===== src/rtl/sparc_exu_ecl_divseq_if.sv =====
`default_nettype none
// ============================================================================
// Module      : sparc_exu_ecl_divseq_if
// Description : Request, datapath-strobe and completion bundle of the
//               iterative-divide sequencer.
// Revision    : 1.0 - initial release
// ============================================================================
interface sparc_exu_ecl_divseq_if;
    logic       div_req_vld;
    logic       div_req_rdy;
    logic       div_req_signed;
    logic       div_req_64b;
    logic [1:0] div_req_tid;
    logic       divisor_zero;
    logic       dividend_zero;
    logic       div_kill;
    logic       ecl_div_load;
    logic       ecl_div_shift;
    logic       ecl_div_last;
    logic       ecl_div_fix;
    logic [5:0] div_cnt;
    logic       div_done_vld;
    logic       div_done_rdy;
    logic [1:0] div_done_tid;
    logic       div_done_dz;
    logic       div_done_zq;

    // Issue / writeback side
    modport master (
        output div_req_vld, div_req_signed, div_req_64b, div_req_tid,
               divisor_zero, dividend_zero, div_kill, div_done_rdy,
        input  div_req_rdy, ecl_div_load, ecl_div_shift, ecl_div_last,
               ecl_div_fix, div_cnt, div_done_vld, div_done_tid,
               div_done_dz, div_done_zq
    );

    // Sequencer side
    modport slave (
        input  div_req_vld, div_req_signed, div_req_64b, div_req_tid,
               divisor_zero, dividend_zero, div_kill, div_done_rdy,
        output div_req_rdy, ecl_div_load, ecl_div_shift, ecl_div_last,
               ecl_div_fix, div_cnt, div_done_vld, div_done_tid,
               div_done_dz, div_done_zq
    );
endinterface
`default_nettype wire


===== src/rtl/sparc_exu_ecl_divseq.sv =====
`default_nettype none
// ============================================================================
// Module      : sparc_exu_ecl_divseq
// Description : Iterative-divide sequencer: accepts one divide, steps the
//               shift-subtract datapath and returns a completion with tid/dz.
//               Optional macro EXU_DIVSEQ_ZERO_EARLY_EN enables the
//               zero-dividend short-cut.
// Revision    : 1.0 - initial release
// ============================================================================
module sparc_exu_ecl_divseq (
    input  logic                         clk,
    input  logic                         arst_l,
    input  logic                         se,
    sparc_exu_ecl_divseq_if.slave        bus
);

    typedef enum logic [2:0] {
        IDLE = 3'd0,
        LOAD = 3'd1,
        RUN  = 3'd2,
        FIX  = 3'd3,
        DONE = 3'd4
    } state_t;

    state_t     state;
    state_t     state_nxt;
    logic [5:0] cnt;
    logic [5:0] cnt_nxt;
    logic       signed_q;
    logic       b64_q;
    logic       dz_q;
    logic       dvz_q;
    logic [1:0] tid_q;
    logic       accept;
    logic       zero_early;
    logic       unused_ok;

    // Ready is held low while reset is asserted so the whole output set reads 0.
    assign bus.div_req_rdy = arst_l & (state == IDLE) & ~bus.div_kill;
    assign accept          = bus.div_req_vld & bus.div_req_rdy;

`ifdef EXU_DIVSEQ_ZERO_EARLY_EN
    assign zero_early = dvz_q & ~dz_q;
    assign unused_ok  = se;
`else
    assign zero_early = 1'b0;
    assign unused_ok  = se ^ dvz_q;
`endif

    always_ff @(posedge clk or negedge arst_l) begin
        if (!arst_l) begin
            state    <= IDLE;
            cnt      <= 6'd0;
            signed_q <= 1'b0;
            b64_q    <= 1'b0;
            dz_q     <= 1'b0;
            dvz_q    <= 1'b0;
            tid_q    <= 2'd0;
        end else begin
            state <= state_nxt;
            cnt   <= cnt_nxt;
            if (accept) begin
                signed_q <= bus.div_req_signed;
                b64_q    <= bus.div_req_64b;
                dz_q     <= bus.divisor_zero;
                dvz_q    <= bus.dividend_zero;
                tid_q    <= bus.div_req_tid;
            end
        end
    end

    always_comb begin
        state_nxt = state;
        cnt_nxt   = cnt;
        case (state)
            IDLE: begin
                cnt_nxt = 6'd0;
                if (accept) state_nxt = LOAD;
            end
            LOAD: begin
                if (dz_q | zero_early) begin
                    state_nxt = DONE;
                end else begin
                    // 32-bit divides start half-way so both widths end at 63.
                    cnt_nxt   = b64_q ? 6'd0 : 6'd32;
                    state_nxt = RUN;
                end
            end
            RUN: begin
                cnt_nxt = cnt + 6'd1;
                if (cnt == 6'd63) state_nxt = signed_q ? FIX : DONE;
            end
            FIX: begin
                state_nxt = DONE;
            end
            DONE: begin
                if (bus.div_done_rdy) state_nxt = IDLE;
            end
            default: begin
                state_nxt = IDLE;
                cnt_nxt   = 6'd0;
            end
        endcase
        if ((state != IDLE) && bus.div_kill) begin
            state_nxt = IDLE;
            cnt_nxt   = 6'd0;
        end
    end

    assign bus.ecl_div_load  = (state == LOAD);
    assign bus.ecl_div_shift = (state == RUN);
    assign bus.ecl_div_last  = (state == RUN) && (cnt == 6'd63);
    assign bus.ecl_div_fix   = (state == FIX);
    assign bus.div_cnt       = cnt;
    assign bus.div_done_vld  = (state == DONE);
    assign bus.div_done_tid  = (state == DONE) ? tid_q : 2'd0;
    assign bus.div_done_dz   = (state == DONE) & dz_q;
    assign bus.div_done_zq   = (state == DONE) & zero_early;

endmodule
`default_nettype wire


===== src/flat_wrapper.sv =====
// flat-port wrapper written by rule: the top's interface ports become plain ports
module sparc_exu_ecl_divseq_flat 
  (clk, arst_l, se, bus_div_req_vld, bus_div_req_signed, bus_div_req_64b, bus_div_req_tid, bus_divisor_zero, bus_dividend_zero, bus_div_kill, bus_div_done_rdy, bus_div_req_rdy, bus_ecl_div_load, bus_ecl_div_shift, bus_ecl_div_last, bus_ecl_div_fix, bus_div_cnt, bus_div_done_vld, bus_div_done_tid, bus_div_done_dz, bus_div_done_zq);
  sparc_exu_ecl_divseq_if bus_i ();
  input  logic clk;
  input  logic arst_l;
  input  logic se;
  input wire logic [$bits(bus_i.div_req_vld)-1:0] bus_div_req_vld;
  input wire logic [$bits(bus_i.div_req_signed)-1:0] bus_div_req_signed;
  input wire logic [$bits(bus_i.div_req_64b)-1:0] bus_div_req_64b;
  input wire logic [$bits(bus_i.div_req_tid)-1:0] bus_div_req_tid;
  input wire logic [$bits(bus_i.divisor_zero)-1:0] bus_divisor_zero;
  input wire logic [$bits(bus_i.dividend_zero)-1:0] bus_dividend_zero;
  input wire logic [$bits(bus_i.div_kill)-1:0] bus_div_kill;
  input wire logic [$bits(bus_i.div_done_rdy)-1:0] bus_div_done_rdy;
  output wire logic [$bits(bus_i.div_req_rdy)-1:0] bus_div_req_rdy;
  output wire logic [$bits(bus_i.ecl_div_load)-1:0] bus_ecl_div_load;
  output wire logic [$bits(bus_i.ecl_div_shift)-1:0] bus_ecl_div_shift;
  output wire logic [$bits(bus_i.ecl_div_last)-1:0] bus_ecl_div_last;
  output wire logic [$bits(bus_i.ecl_div_fix)-1:0] bus_ecl_div_fix;
  output wire logic [$bits(bus_i.div_cnt)-1:0] bus_div_cnt;
  output wire logic [$bits(bus_i.div_done_vld)-1:0] bus_div_done_vld;
  output wire logic [$bits(bus_i.div_done_tid)-1:0] bus_div_done_tid;
  output wire logic [$bits(bus_i.div_done_dz)-1:0] bus_div_done_dz;
  output wire logic [$bits(bus_i.div_done_zq)-1:0] bus_div_done_zq;
  assign bus_i.div_req_vld = bus_div_req_vld;
  assign bus_i.div_req_signed = bus_div_req_signed;
  assign bus_i.div_req_64b = bus_div_req_64b;
  assign bus_i.div_req_tid = bus_div_req_tid;
  assign bus_i.divisor_zero = bus_divisor_zero;
  assign bus_i.dividend_zero = bus_dividend_zero;
  assign bus_i.div_kill = bus_div_kill;
  assign bus_i.div_done_rdy = bus_div_done_rdy;
  assign bus_div_req_rdy = bus_i.div_req_rdy;
  assign bus_ecl_div_load = bus_i.ecl_div_load;
  assign bus_ecl_div_shift = bus_i.ecl_div_shift;
  assign bus_ecl_div_last = bus_i.ecl_div_last;
  assign bus_ecl_div_fix = bus_i.ecl_div_fix;
  assign bus_div_cnt = bus_i.div_cnt;
  assign bus_div_done_vld = bus_i.div_done_vld;
  assign bus_div_done_tid = bus_i.div_done_tid;
  assign bus_div_done_dz = bus_i.div_done_dz;
  assign bus_div_done_zq = bus_i.div_done_zq;
  sparc_exu_ecl_divseq u_core (.clk(clk), .arst_l(arst_l), .se(se), .bus(bus_i));
endmodule

===== config.mk =====
export PLATFORM = sky130hd
export DESIGN_NAME = sparc_exu_ecl_divseq_flat
export DESIGN_NICKNAME = d
export VERILOG_FILES = /design/src/rtl/sparc_exu_ecl_divseq_if.sv /design/src/rtl/sparc_exu_ecl_divseq.sv /design/src/flat_wrapper.sv
export SDC_FILE = /design/constraint.sdc
export NUM_CORES = 1
export LEC_CHECK = 0
export CORE_MARGIN = 3
export CORE_UTILIZATION = 47
export DETAILED_ROUTE_END_ITERATION = 16
export PLACE_DENSITY = 0.82
export SETUP_SLACK_MARGIN = 0.1
export SLEW_MARGIN = 20
export SYNTH_ARGS = -nofsm -noshare
export SYNTH_HDL_FRONTEND = slang
export SYNTH_SLANG_ARGS = --single-unit

===== constraint.sdc =====
create_clock -name clk -period 2.8 [get_ports clk]
set_input_delay 0.56 -clock clk [delete_from_list [all_inputs] [get_ports clk]]
set_output_delay 0.56 -clock clk [all_outputs]
set_load 0.02 [all_outputs]

After elaboration in Yosys (flattened, before gate mapping)
Cells that the tools add are included.
- flip-flop bits (word level): 14
- word-level logic and storage cells: 41
- bits of input ports: 12
- multiplexer cells: 12
- add/subtract/negate cells: 1
- reductions and logical operators: 7
- equal/unequal tests: 10
- bitwise operators: 5
- operators with widths (cell ; number):
    3-bit two-way mux ; 6
    6-bit two-way mux ; 3
    6-bit case mux with 3 select lines ; 1
    3-bit case mux with 5 select lines ; 1
    6-bit by 1-bit adder with 6-bit output (second input constant) ; 1
    3-bit by 2-bit equality test with 1-bit output (second input constant) ; 2
    6-bit equality test (second input constant) ; 1
    3-bit by 2-bit inequality test with 1-bit output (second input constant) ; 2
    1-bit AND ; 4
    3-bit by 1-bit equality test with 1-bit output (second input constant) ; 1
    3-bit equality test (second input constant) ; 1
    3-bit logical NOT ; 1
    3-bit by 1-bit inequality test with 1-bit output (second input constant) ; 1
    3-bit inequality test (second input constant) ; 1
    3-bit AND reduction ; 1
    3-bit nonzero test ; 1
    1-bit logical AND ; 2
    2-bit two-way mux ; 1
    2-bit by 1-bit inequality test with 1-bit output (second input constant) ; 1
    2-bit AND reduction ; 1
    2-bit OR reduction ; 1
    1-bit NOT ; 1

Longest topological paths before layout
- word-level depth: 7
- mapped depth: 5
- mapped depth without buffers: 4

Worst setup path before layout
Ideal clock, no wire load.
- kind: flip-flop to output port
- from: register u_core.cnt[0] (netlist: u_core.bus.div_cnt[0])
- to: output port bus_ecl_div_last
- slack: 0.891 ns
- arrival time: 1.349 ns
- data required time: 2.240 ns
- cell stages (with the launch flop): 4
- cell sequence: dfrtp_1 ha_1 nand3_2 nor3_1
- word-level cells in the longest chain between the ends: 2
- ends and longest elaborated chain (item ; line ; text):
    start, declared ; sparc_exu_ecl_divseq.sv:27 ; logic [5:0] cnt;
    start signal, assigned ; sparc_exu_ecl_divseq.sv:61 ; cnt <= cnt_nxt;
    6-bit equality test ; sparc_exu_ecl_divseq.sv:112 ; assign bus.ecl_div_last = (state == RUN) && (cnt == 6'd63);
    1-bit logical AND ; sparc_exu_ecl_divseq.sv:112 ;
    end, declared ; flat_wrapper.sv:19 ; output wire logic [$bits(bus_i.ecl_div_last)-1:0] bus_ecl_div_last;
Every way passes these cells.

Worst setup path in the final report
- from: register u_core.state[2]
- to: output port bus_div_done_tid[1]
- word-level cells in the longest chain between the ends: 2
- ends and longest elaborated chain (item ; line ; text):
    start, declared ; sparc_exu_ecl_divseq.sv:25 ; state_t state;
    start signal, assigned ; sparc_exu_ecl_divseq.sv:60 ; state <= state_nxt;
    3-bit equality test ; sparc_exu_ecl_divseq.sv:116 ; assign bus.div_done_tid = (state == DONE) ? tid_q : 2'd0;
    2-bit two-way mux ; sparc_exu_ecl_divseq.sv:116 ;
    end, declared ; flat_wrapper.sv:23 ; output wire logic [$bits(bus_i.div_done_tid)-1:0] bus_div_done_tid;
Every way passes these cells.

==> key figures <==
Clock tree
  – CTS tree: done
  – Cts hold-fix bufs: 0
  – # Post-CTS Setup Buffers: 0
  – Max H-tree Level: 1
  – Clock latency on the worst-skew pair: 0.28 ns
  – Clock buffer depth: 2
  – Clock buffer count from CTS: 3
  – Number of gates resized after CTS: 0
  – Clock tree sinks: 14
  – Worst-path clk slew: 0.08 ns
  – Root Driver: clkbuf_4

Global routing
  – GRT overflow: 0
  – GRT Total Usage: 0.197
  – GR Layer Usage met3: 0.0480
  – Busiest grt layer: met2
  – GR Layer Usage met2: 0.328
  – Antenna violations before repair: 0
  – Vias in the first global route: 775
  – First-pass GRT wire length: 3260 µm
  – Largest net degree at the start of global routing: 16
  – Met1 GRT Util: 0.248

Finish
  – Layout cells sized above 1: 0.137
  – Antenna diode count: 0
  – Commonest non-fill, non-tap cell in the layout: clkdlybuf4s50_1
  – Final nets: 132
  – Finished Cell Area: 0.00113 mm²
  – Area growth, synth to finish: 34.8%
  – Most frequent cells in the layout: clkdlybuf4s50_1, dfrtp_1, nand2_1, nor2_1, inv_1

Worst setup path
  – CP max-delay cell: clkdlybuf4s50_1
  – Worst setup EP type: output pin
  – Setup crit start: u_core.state[2]
  – Worst Path Arrival: between 2 and 2.5 ns
  – RR Startpoint: u_core.bus.div_cnt[0]
  – WP buf/inv: 1
  – Worst R2R Path Depth: 4
  – Max stage delay on crit path: 0.61 ns
  – Crit Path Max Fanout: 9
  – Startpoint Class: register
  – Critical path depth: 3
  – Critical path class: reg -> out
  – Crit path max-delay family: simple AND/OR/NAND/NOR gates
  – Crit path cell chain: nor3b_4 > and2_1 > clkdlybuf4s50_1
  – WP data required: around 2.2 ns

Route
  – Via count: 784
  – Vias per inst: 5.56
  – Total wire length: 1950 µm
  – Iter 0 DRT Violations: 23
  – DR pass1 iterations: 5
  – WL/cell: 13.8 µm
  – DRC viols: 0
  – Antenna-violating nets left: 0

STA
  – RSZ-0062 raised after global routing: no
  – Slew Limit Fails: 0
  – Fmax: just under 0.4 GHz
  – Minimum clock period: 2.58 ns
  – Final Cycle Share: 0.921
  – # setup viols final: 0
  – Worst clock skew: 0.00267 ns
  – Final Hold Viols: 0
  – Setup TNS: 0 ns

Logic synthesis
  – Synth unique cells: 37
  – Seq/Total Area, Yosys: 0.417
  – Top cell type's share of synthesized area: 0.417
  – Synth async-reset ratio: 1.00
  – Synthesized cell area: 841 µm²
  – Syn avg cell area: 9.24 µm²
  – Top post-synthesis cells by area: dfrtp_1, nand2_1, mux2_2
  – Cells after Synth: 91
  – Predominant post-synthesis flop cell: dfrtp_1
  – Post-synth net total: 104
  – EDFF count, synth: 0
  – Post-synth top area cell: dfrtp_1
  – YS warnings: 0
  – Post-synthesis register bit count: 14

Worst hold path
  – Min-Delay Path Depth: 1
  – Hold Crit Class: reg -> reg
  – Hold_sp: u_core.tid_q[1]

Floorplanning
  – Die ar.: between 0.002 and 0.0025 mm²
  – Core area: 0.00159 mm²
  – Initial Utilization: 0.527
  – Cell row count: 14
  – Die height: around 48 µm
  – IO Pins: 28
  – Die W: 48.3 µm

Place
  – Hpwl dp: 1480 µm
  – Routability cong.: 0.842
  – IO buf count: 24
  – DP Area: 0.00111 mm²

Power and ir drop
  – PD cells: 397 mW/mm²
  – Peak VDD IR: 0.329 mV
  – Final total power: approximately 450 µW
  – Leakage: around 0.00047 µW

Outcome
  – Status: finished, final reports clean

Flow run
  – Max_cap viols: 0
-- synth_stat cells (all sizes together) (3+ instances only) --
library cell	number
nor2	9
inv	5
a21oi	4
dfrtp	14
a22oi	4
and3	3
mux2	5
buf	4
and2	3
o21ai	5
nand2	9
nand3	4
-- metrics by stage --
stage | std cells | utilization | hold WS [ns] | setup WS [ns]
6_report | 141 | 0.711 | 0.483 | 0.220
5_1_grt | 141 | 0.711 | 0.512 | 0.113
4_1_cts | 141 | 0.711 | 0.485 | 0.239
3_5_place_dp | 138 | 0.697 | 0.467 | 0.344
3_3_place_gp | 138 | 0.697 | 0.463 | 0.335
2_1_floorplan | 91 | - | 0.264 | 0.891
-- flip-flops by register name, indices dropped and copies added, names as in the netlist --
name,count
u_core.bus.div_cnt,6
u_core.state,3
u_core.tid_q,2
u_core.b64_q,1
u_core.dz_q,1
u_core.signed_q,1
-- metal layers --
| metal | up-vias | share of wire |
|---|---|---|
| met5 | - | 0 |
| met4 | 0 | 0.0062 |
| met3 | 4 | 0.095 |
| met2 | 45 | 0.44 |
| met1 | 357 | 0.46 |
| li1 | 378 | - |
-- report_power, final --
group | switching (µW) | leakage (µW) | internal [µW]
Sequential | 19.5 | 0.000184 | 223
Clock | 62.4 | 0.0000138 | 49.9
Combinational | 46.6 | 0.000267 | 48.7
-- area by class of cell --
class                           count  area, µm²
Multi-Input combinational cell     68        449
Sequential cell                    14        350
Timing Repair Buffer               27        263
Inverter                            5       18.8
Fill cell                         122        460
Tap cell                           24       30.0
Clock buffer                        3       22.5
-- worst register-to-register path: stages, from the launching register on --
cell and delay (ns):
dfrtp_1 0.49, ha_1 0.30, nand3_2 0.14, or4b_1 0.48, a21oi_1 0.14
-- path summary, 6_finish.rpt --
| check | endpoint | slack, ns |
|---|---|---|
| worst max-delay path | bus_div_done_tid[1] | 0.22 |
| worst min-delay path | u_core.tid_q[1] | 0.48 |
| worst max register to register | u_core.state[2] | 1.17 |
| worst min register to register | u_core.tid_q[1] | 0.48 |
| max in group asynchronous | u_core.dz_q | 1.99 |
| min in group asynchronous | u_core.bus.div_cnt[5] | 0.63 |
-- kinds of logic after synthesis --
family / Yosys count / synth area share
AO/OA/AOI/OAI: 21 / 0.161
adder cells (fa/ha/maj): 1 / 0.0149
flip-flops: 14 / 0.417
XOR/XNOR: 1 / 0.0104
buffers and inverters: 9 / 0.0491
multiplexers: 6 / 0.0789
other: 1 / 0.00446
AND/OR/NAND/NOR: 38 / 0.265
No activity file was read; power rests on OpenSTA's default activity.
